File: src/rtl/gb_vga_pkg.sv
// Shared constants and types for the Game Boy to VGA path.
// Used by the capture front end and by the downstream VGA framebuffer reader.
// Holds GB screen geometry, framebuffer address width and the pixel shade type.
package gb_vga_pkg;

  localparam int GB_H_ACTIVE = 160;  // GB pixels per line
  localparam int GB_V_ACTIVE = 144;  // GB lines per frame
  localparam int FB_ADDR_W   = 15;   // framebuffer address width, bank bit excluded

  // 2-bit GB pixel shade (0 = lightest, 3 = darkest)
  typedef logic [1:0] shade_t;

  // Capture FSM: waiting for the first frame start, or tracking a frame
  typedef enum logic {
    CAP_SEEK  = 1'b0,
    CAP_FRAME = 1'b1
  } cap_state_t;

endpackage

File: src/rtl/sync_edge.sv
// Purpose: 2-FF synchroniser for one asynchronous bit plus history register, with registered rise/fall pulses.
// Latency: a pin edge shows up as a one-cycle rise/fall pulse 3 clk edges later.
// Backpressure: none; free-running, one pulse per detected edge.
// Ports: clk, rst_n (async active-low), d (async input), rise/fall (one-cycle pulses).
module sync_edge (
  input  logic clk,
  input  logic rst_n,
  input  logic d,
  output logic rise,
  output logic fall
);

  logic meta;
  logic sync;
  logic hist;

  always_ff @(posedge clk or negedge rst_n) begin
    if (!rst_n) begin
      meta <= 1'b0;
      sync <= 1'b0;
      hist <= 1'b0;
      rise <= 1'b0;
      fall <= 1'b0;
    end else begin
      meta <= d;
      sync <= meta;
      hist <= sync;
      rise <= sync & ~hist;
      fall <= ~sync & hist;
    end
  end

endmodule

File: src/rtl/gb_capture.sv
// Purpose: capture the raw GB LCD bus in the 25 MHz clk domain and emit framebuffer writes (y*160+x, 2-bit data).
// Latency: gb_px_clk falling edge at the pin -> wr_en high 4 clk edges later (2 sync, 1 edge detect, 1 output reg).
// Backpressure: none; the framebuffer port must accept a write on any cycle (at most one per GB pixel period).
// Ports: clk, rst_n; gb_dat/gb_px_clk/gb_hsync/gb_vsync (async GB bus); wr_en/wr_addr/wr_data (framebuffer write);
//        locked, frame_done, frame_err, line_err (status). Define GB_CAPTURE_DBLBUF_EN for a bank bit in wr_addr
//        and the rd_bank output (last completed bank).
module gb_capture
  import gb_vga_pkg::*;
#(
  parameter int H_ACTIVE = GB_H_ACTIVE,
  parameter int V_ACTIVE = GB_V_ACTIVE,
  parameter int ADDR_W   = FB_ADDR_W
) (
  input  logic              clk,
  input  logic              rst_n,
  input  logic [1:0]        gb_dat,
  input  logic              gb_px_clk,
  input  logic              gb_hsync,
  input  logic              gb_vsync,
  output logic              wr_en,
`ifdef GB_CAPTURE_DBLBUF_EN
  output logic [ADDR_W:0]   wr_addr,
`else
  output logic [ADDR_W-1:0] wr_addr,
`endif
  output shade_t            wr_data,
  output logic              locked,
  output logic              frame_done,
  output logic              frame_err,
  output logic              line_err
`ifdef GB_CAPTURE_DBLBUF_EN
  ,
  output logic              rd_bank
`endif
);

  localparam logic [7:0] H_LIM = 8'(H_ACTIVE);
  localparam logic [7:0] V_LIM = 8'(V_ACTIVE);

  // Edge detection on the three GB timing signals
  logic px_fall, hs_fall, vs_rise;
  logic unused_px_rise, unused_hs_rise, unused_vs_fall;

  sync_edge u_px_sync (.clk(clk), .rst_n(rst_n), .d(gb_px_clk), .rise(unused_px_rise), .fall(px_fall));
  sync_edge u_hs_sync (.clk(clk), .rst_n(rst_n), .d(gb_hsync),  .rise(unused_hs_rise), .fall(hs_fall));
  sync_edge u_vs_sync (.clk(clk), .rst_n(rst_n), .d(gb_vsync),  .rise(vs_rise),        .fall(unused_vs_fall));

  // Data takes the same three register stages as the pixel clock, so dat_hist
  // holds the value that was on the pins when the pixel clock fell.
  shade_t dat_meta, dat_sync, dat_hist;

  always_ff @(posedge clk or negedge rst_n) begin
    if (!rst_n) begin
      dat_meta <= '0;
      dat_sync <= '0;
      dat_hist <= '0;
    end else begin
      dat_meta <= gb_dat;
      dat_sync <= dat_meta;
      dat_hist <= dat_sync;
    end
  end

  // Frame beats line beats pixel; lower-priority events in the same cycle are dropped.
  logic frame_ev, line_ev, px_ev;
  assign frame_ev = vs_rise;
  assign line_ev  = hs_fall & ~vs_rise;
  assign px_ev    = px_fall & ~hs_fall & ~vs_rise;

  cap_state_t state_q, state_d;
  logic [7:0]        x_q, x_d;
  logic [7:0]        y_q, y_d;
  logic [ADDR_W-1:0] base_q, base_d;  // y*H_ACTIVE, kept incrementally

  logic                     wr_en_d, locked_d, frame_done_d, frame_err_d, line_err_d;
  logic [$bits(wr_addr)-1:0] wr_addr_d;
  shade_t                   wr_data_d;

`ifdef GB_CAPTURE_DBLBUF_EN
  logic bank_q, bank_d;
`endif

  // State register
  always_ff @(posedge clk or negedge rst_n) begin
    if (!rst_n) state_q <= CAP_SEEK;
    else        state_q <= state_d;
  end

  // Next state: once a frame start is seen the block never leaves FRAME (only reset does)
  always_comb begin
    state_d = state_q;
    if (frame_ev) state_d = CAP_FRAME;
  end

  // Outputs and counters
  always_comb begin
    x_d          = x_q;
    y_d          = y_q;
    base_d       = base_q;
    wr_en_d      = 1'b0;
    wr_addr_d    = wr_addr;
    wr_data_d    = wr_data;
    locked_d     = locked;
    frame_done_d = 1'b0;
    frame_err_d  = 1'b0;
    line_err_d   = 1'b0;
`ifdef GB_CAPTURE_DBLBUF_EN
    bank_d       = bank_q;
`endif
    if (frame_ev) begin
      if ((state_q == CAP_FRAME) && (y_q != V_LIM)) frame_err_d = 1'b1;
      x_d      = '0;
      y_d      = '0;
      base_d   = '0;
      locked_d = 1'b1;
    end else if (state_q == CAP_FRAME) begin
      if (line_ev) begin
        // A latch with no pixels since the last one is a duplicate/blank line
        if (x_q != 8'd0) begin
          x_d    = '0;
          y_d    = (y_q == 8'hFF) ? y_q : y_q + 8'd1;
          base_d = base_q + ADDR_W'(H_ACTIVE);
          if ((y_q != 8'hFF) && (y_q + 8'd1 == V_LIM)) begin
            frame_done_d = 1'b1;
`ifdef GB_CAPTURE_DBLBUF_EN
            bank_d = ~bank_q;
`endif
          end
        end
      end else if (px_ev) begin
        if ((x_q < H_LIM) && (y_q < V_LIM)) begin
          wr_en_d   = 1'b1;
`ifdef GB_CAPTURE_DBLBUF_EN
          wr_addr_d = {bank_q, base_q + ADDR_W'(x_q)};
`else
          wr_addr_d = base_q + ADDR_W'(x_q);
`endif
          wr_data_d = dat_hist;
          x_d       = x_q + 8'd1;
        end else begin
          line_err_d = 1'b1;
          if (x_q != 8'hFF) x_d = x_q + 8'd1;
        end
      end
    end
  end

  always_ff @(posedge clk or negedge rst_n) begin
    if (!rst_n) begin
      x_q        <= '0;
      y_q        <= '0;
      base_q     <= '0;
      wr_en      <= 1'b0;
      wr_addr    <= '0;
      wr_data    <= '0;
      locked     <= 1'b0;
      frame_done <= 1'b0;
      frame_err  <= 1'b0;
      line_err   <= 1'b0;
    end else begin
      x_q        <= x_d;
      y_q        <= y_d;
      base_q     <= base_d;
      wr_en      <= wr_en_d;
      wr_addr    <= wr_addr_d;
      wr_data    <= wr_data_d;
      locked     <= locked_d;
      frame_done <= frame_done_d;
      frame_err  <= frame_err_d;
      line_err   <= line_err_d;
    end
  end

`ifdef GB_CAPTURE_DBLBUF_EN
  // rd_bank follows the bank that has just been completed, so the reader never sees a frame in progress
  always_ff @(posedge clk or negedge rst_n) begin
    if (!rst_n) begin
      bank_q  <= 1'b0;
      rd_bank <= 1'b0;
    end else begin
      bank_q <= bank_d;
      if (frame_done_d) rd_bank <= bank_q;
    end
  end
`endif

endmodule

File: config.mk
export PLATFORM = sky130hd
export DESIGN_NAME = gb_capture
export DESIGN_NICKNAME = d
export VERILOG_FILES = /design/src/rtl/gb_vga_pkg.sv /design/src/rtl/sync_edge.sv /design/src/rtl/gb_capture.sv
export SDC_FILE = /design/constraint.sdc
export NUM_CORES = 1
export LEC_CHECK = 0
export BUFFER_PORTS_ARGS = -buffer_cell sky130_fd_sc_hd__clkbuf_2
export CAP_MARGIN = 40
export CORE_MARGIN = 5
export CORE_UTILIZATION = 30
export CTS_BUF_LIST = sky130_fd_sc_hd__clkbuf_2 sky130_fd_sc_hd__clkbuf_4 sky130_fd_sc_hd__clkbuf_8
export DETAILED_ROUTE_END_ITERATION = 8
export PLACE_DENSITY_LB_ADDON = 0.3
export SLEW_MARGIN = 20
export SYNTH_ARGS = -nofsm -noshare
export SYNTH_HDL_FRONTEND = slang
export SYNTH_SLANG_ARGS = --single-unit
File: constraint.sdc
create_clock -name clk -period 3.2 [get_ports clk]
set_clock_uncertainty 0.05 [all_clocks]
set_input_delay 0.32 -clock clk [delete_from_list [all_inputs] [get_ports clk]]
set_output_delay 0.32 -clock clk [all_outputs]
set_load 0.01 [all_outputs]
### Yosys cells after proc, flatten, opt, wreduce, memory -nomap -nowiden

Cells that the tools add are included.

| word-level totals | value |
|---|---|
| register bits after elaboration | 71 |
| latch bits | 0 |
| bits in writable memories | 0 |
| bits in read-only memories | 0 |
| input port bits | 7 |
| output and inout bits | 22 |
| logic and storage cells | 96 |
| memories kept | 0 |

| operators by class | value |
|---|---|
| add/subtract/negate cells | 4 |
| $mul | 0 |
| div/mod/pow operators | 0 |
| $lt $le $gt $ge | 2 |
| eq/ne operators | 7 |
| shift operators | 0 |
| muxes and demuxes | 33 |
| bitwise operators | 12 |
| reductions and logical operators | 13 |

Operators by type and width:

| cell | count |
|---|---|
| $mux 8 | 12 |
| $mux 15 | 4 |
| $ne 8x8->1 const B | 3 |
| $mux 1 | 17 |
| $add 8x1->8 const B | 2 |
| $eq 8x8->1 const B | 2 |
| $lt 8x8->1 const B | 2 |
| $add 15x8->15 | 1 |
| $add 15x8->15 const B | 1 |
| $reduce_and 4->1 | 2 |
| $reduce_bool 8->1 | 1 |
| $and 1x1->1 | 6 |
| $not 1->1 | 6 |
| $reduce_bool 2->1 | 3 |
| $reduce_and 5->1 | 1 |
| $reduce_bool 4->1 | 1 |
| $logic_and 1x1->1 | 3 |
| $ne 3x1->1 const B | 1 |
| $reduce_and 3->1 | 1 |
| $reduce_bool 3->1 | 1 |
| $ne 2x1->1 const B | 1 |

### Logic depth before layout (Yosys ltp)

| depth | value |
|---|---|
| depth in word-level cells | 8 |
| depth in mapped cells | 9 |
| mapped depth without buffers | 7 |

### Hierarchy

Synthesis repeated with hierarchy kept, for this count alone.

| second synthesis, totals | value |
|---|---|
| cell total of the unflattened synthesis | 281 |
| area, all modules | 3,039.2 sq um |

Modules (own cells, without submodules):

| module | times used | cells an instance | area each (sq um) |
|---|---|---|---|
| gb_capture | 1 | 260 | 2,618.8 |
| sync_edge | 3 | 7 | 140.1 |

### Worst setup path before layout

OpenSTA, ideal clock, no wires.

| timing | value |
|---|---|
| path type | flip-flop to flip-flop |
| start | register u_vs_sync.rise |
| end | register x_q[7] |
| arrival | 1.580 ns |
| data required time | 3.040 ns |
| slack | 1.460 ns |
| cell stages (with the launch flop) | 7 |
| period minus slack after synthesis | 1.740 ns |
| cells stage by stage | dfrtp_1 -> or2_1 -> buf_6 -> o41a_1 -> a41oi_1 -> o21ai_1 -> o41ai_1 |

| on the way | value |
|---|---|
| longest elaborated chain between the ends | 5 |
| elaborated cells on any way between the ends | 11 |
| classes of those cells | eq/ne: 1; mux: 3; bitwise: 3; reduce/logical: 4 |

Ends and longest elaborated chain:

| element | RTL line | RTL |
|---|---|---|
| start: declaration | sync_edge.sv:9 | `output logic rise,` |
| start signal: assignment | sync_edge.sv:28 | `rise <= sync & ~hist;` |
| $not 1->1 (no line) | -- |  |
| $and 1x1->1 | gb_capture.sv:67 | `assign line_ev = hs_fall & ~vs_rise;` |
| $mux 8 | gb_capture.sv:117 | `if (line_ev) begin` |
| $mux 8 | gb_capture.sv:116 | `end else if (state_q == CAP_FRAME) begin` |
| $mux 8 | gb_capture.sv:110 | `if (frame_ev) begin` |
| end signal: assignment | gb_capture.sv:150 | `x_q <= '0;` |
| end signal: assignment | gb_capture.sv:161 | `x_q <= x_d;` |
| end: declaration | gb_capture.sv:71 | `logic [7:0] x_q, x_d;` |

Parallel ways exist; a longest one is shown, timed or not. The select of a mux whose other input is x is not followed.
A chain may end at the register's enable or synchronous reset.

### Worst setup path in the final report

| timing | value |
|---|---|
| start | register x_q[0] |
| end | register x_q[0] |

| on the way | value |
|---|---|
| longest elaborated chain between the ends | 7 |
| elaborated cells on any way between the ends | 14 |
| classes of those cells | add/sub: 1; order compare: 1; eq/ne: 2; mux: 6; reduce/logical: 4 |

Ends and longest elaborated chain:

| element | RTL line | RTL |
|---|---|---|
| $add 8x1->8 / $lt 8x8->1 (equally long branches) | gb_capture.sv:139, gb_capture.sv:142, gb_capture.sv:131 |  |
| $mux 8 / $logic_and 1x1->1 (equally long branches) | gb_capture.sv:142, gb_capture.sv:131 |  |
| $mux 8 | gb_capture.sv:131 | `if ((x_q < H_LIM) && (y_q < V_LIM)) begin` |
| $mux 8 | gb_capture.sv:130 | `end else if (px_ev) begin` |
| $mux 8 | gb_capture.sv:117 |  |
| $mux 8 | gb_capture.sv:116 |  |
| $mux 8 | gb_capture.sv:110 |  |

Parallel ways exist; a longest one is shown, timed or not. The select of a mux whose other input is x is not followed.

==> key figures <==
CTS
  – H-tree depth: 3
  – Clk buf depth: 2
  – Root Driver: clkbuf_8
  – CTS Sinks: 66
  – Reg clk slew, reported paths: 0.07 ns
  – Worst-Skew Late Latency: 0.33 ns
  – Post CTS Setup Buffer Count: 0
  – CTS tree: done
  – CTS buffer count: 9

Pwr
  – Power Density: 615.3 nW/µm²
  – LEAKAGE: 1.596 nW
  – Maximum vdd drop: 0.0002638 V

Synthesis
  – Post-Syn Nets: 298
  – Yosys warns: 0
  – Synthesized area per cell: roughly 11 µm²
  – Syn Inst Count: 282
  – Seq cells post-synth: 66
  – Post-synth EDFFs: 0
  – Post-synth ARST share: 100.0%
  – Syn Std Cell Area: ~3000 µm²
  – Netlist cell types: between 50 and 60
  – Seq/Total Area, Yosys: a little over half
  – Top_reg_cell synth: dfrtp_1

Setup path
  – Worst r2r dst: x_q[0]$_DFFE_PN0P_
  – Cell breakdown of the critical path: inv_1 > ha_1 > nor4b_4 > a21oi_2 > buf_4 > a311oi_2 > nor4_1 > o21bai_1
  – CP max FO: 20
  – Crit Path Class: reg -> reg
  – Flop-to-flop setup slack: between 0.9 and 1 ns
  – Delay-heaviest family, CP: compound AO/OA/AOI/OAI gates
  – Nature of the critical path startpoint: register
  – Slowest Stage Delay on Critical Path: 0.59 ns
  – WP depth: 8
  – CP bufs+invs: 2
  – Max stage delay cell, worst path: a311oi_2
  – Type of destination of the critical path: register
  – R2R depth: 8
  – Critical R2R Launch: x_q[0]$_DFFE_PN0P_
  – CP arrival: around 2.4 ns
  – Critical path data required time: around 3.4 ns

Worst hold path
  – HP Start: gb_px_clk
  – Worst Hold End: u_px_sync.meta$_DFF_PN0_
  – Min-delay worst type: in -> reg
  – Worst hold path depth: 1

Timing
  – Slew @ Worst Pin: between 0.6 and 0.7 ns
  – Final setup fails: 0
  – Setup_tns: 0 ns
  – Max-slew violations: 0
  – RSZ-0062 raised after global routing: false
  – Tcrit/Tclk final: 69.33%
  – Relative slew slack: 58.52%
  – Hold violation count in the final report: 0
  – Post-route minimum period: 2.219 ns
  – Hold WS: 0.03971 ns
  – Peak Freq: 450.7 MHz

Cells and area
  – ANT cells: 0
  – Share of cells above drive strength 1: 19.06%
  – Layout area overhead: 17.65%
  – Final core occ: 36.35%
  – Nets: about 330

Drt
  – Drt pass-1 iters: 4
  – Wire per inst: ~12 µm
  – Routed WL: 5584 µm
  – Via Count: 2122
  – Vias per inst: 4.684
  – ANT nets after route: 0
  – Initial DRC count: 93
  – DRC: 0

Floorplanning
  – Starting Density: 30.90%
  – FP Rows: 36
  – IO Count: 29
  – Core footprint: 9819 µm²
  – Die height: 110.6 µm
  – Die width: 110.6 µm
  – Die area: roughly 12000 µm²

Global routing
  – Initial antenna violation count: 0
  – GRT Residual Overflow: 0
  – Largest net degree at the start of global routing: 54
  – Total track usage: 9.672%
  – First-pass GRT wire length: 9915 µm
  – Vias in the first global route: 2114

Run status
  – Outcome: complete, no violations

Job
  – Max-cap violations: 0

Place
  – HPWL Detailed: between 3000 and 4000 µm
  – Gpl congestion: 0.8354
  – Buffers on Ports: 28
## cell usage in the layout (no fill, tap or decap), types with 2 or more instances in the layout
master	instances
a21oi_1	8
a41oi_1	3
and2_1	2
and3_1	4
buf_4	4
bufinv_16	2
clkbuf_2	27
clkbuf_8	10
clkinv_4	2
dfrtp_1	66
ha_1	9
inv_1	10
mux2_2	5
mux2i_1	5
nand2_1	27
nand2b_1	3
nand3_1	10
nand4_1	4
nor2_1	25
nor2b_1	7
nor3_1	3
nor3b_1	2
o211ai_1	4
o21ai_0	19
o21bai_1	3
o31ai_1	3
o41ai_1	2
xnor2_1	9
xor2_1	12
## cells in the mapped netlist (2+ instances only)
cell type  count  area (µm²)
a21oi_1        8       40.04
a41oi_1        3       26.28
and2_1         2       12.51
and3_1         4       25.02
buf_2          2       10.01
buf_4          2       15.01
buf_6          2       22.52
clkbuf_1       6       22.52
dfrtp_1       66        1652
ha_1           9       112.6
inv_1         10       37.54
mux2_2         5       56.30
mux2i_1        5       50.05
nand2_1       27       101.4
nand2b_1       3       18.77
nand3_1       10       50.05
nand4_1        4       25.02
nor2_1        25       93.84
nor2b_1        7       43.79
nor3_1         3       15.01
nor3b_1        2       15.01
o211ai_1       4       30.03
o21ai_0       19       95.09
o21bai_1       3       22.52
o31ai_1        3       22.52
o41ai_1        2       17.52
xnor2_1        9       78.83
xor2_1        12       105.1
## report_power, final
group	internal [W]	leakage, nW	switching, W
combinational	0.000179	0.618	0.000204
sequential	0.000931	0.861	0.0000939
clock	0.000474	0.118	0.000314
total	0.00158	1.60	0.000612
## stage by stage
| stage | worst slack, ns | cells | area, µm² | power, W |
|---|---|---|---|---|
| floorplan | 1.460 | 282 | 3034 | 0.001297 |
| global placement | 1.021 | 435 | 3301 | 0.001414 |
| detailed placement | 0.9808 | 436 | 3328 | 0.001429 |
| CTS | 0.9580 | 453 | 3570 | 0.002236 |
| global route | 0.8049 | 453 | 3570 | 0.002336 |
| finish | 0.9814 | 453 | 3570 | 0.002197 |
## repair_timing
item,in CTS,in global routing
hold endpoints to repair,13,0
gates resized for setup,0,0
hold buffers,1,0
## worst max-delay path by stage
stage | slack, ns | start | endpoint
after floorplan | 1.46 | u_vs_sync.rise$_DFF_PN0_ | x_q[7]$_DFFE_PN0P_
after global placement | 1.02 | x_q[0]$_DFFE_PN0P_ | x_q[4]$_DFFE_PN0P_
after detailed placement | 0.98 | x_q[0]$_DFFE_PN0P_ | x_q[0]$_DFFE_PN0P_
after CTS | 0.96 | x_q[0]$_DFFE_PN0P_ | x_q[0]$_DFFE_PN0P_
after global routing | 0.80 | x_q[0]$_DFFE_PN0P_ | x_q[5]$_DFFE_PN0P_
final | 0.98 | x_q[0]$_DFFE_PN0P_ | x_q[0]$_DFFE_PN0P_
## area by class of cell
cell class	count	area [µm²]
Clock buffer	11	145.1
Sequential cell	66	1652
Clock inverter	5	86.33
Fill cell	1026	6250
Timing Repair Buffer	34	207.7
Inverter	10	37.54
Tap cell	133	166.4
Multi-Input combinational cell	194	1275
## routing by layer
layer	share of wire [%]	global-route usage [%]	vias up
met2	46	14.89	45
met5	0	0	-
met1	48	12.46	1016
met3	4.8	3.282	12
li1	-	-	1049
met4	1.6	3.941	0
## state kept, by name (all words and copies together) (netlist names), 2 cells and up
register	count
wr_data	2
y_q	8
dat_meta	2
dat_sync	2
base_q	10
dat_hist	2
wr_addr	15
x_q	8
## cell families after synthesis
kind of cell	share of synthesized area [%]
AO/OA/AOI/OAI	11.79
XOR/XNOR	6.062
adder cells (fa/ha/maj)	3.711
buffers and inverters	3.546
flip-flops	54.43
multiplexers	3.505
other	0.1236
AND/OR/NAND/NOR	16.83
Power figures use the tool's default switching activity.
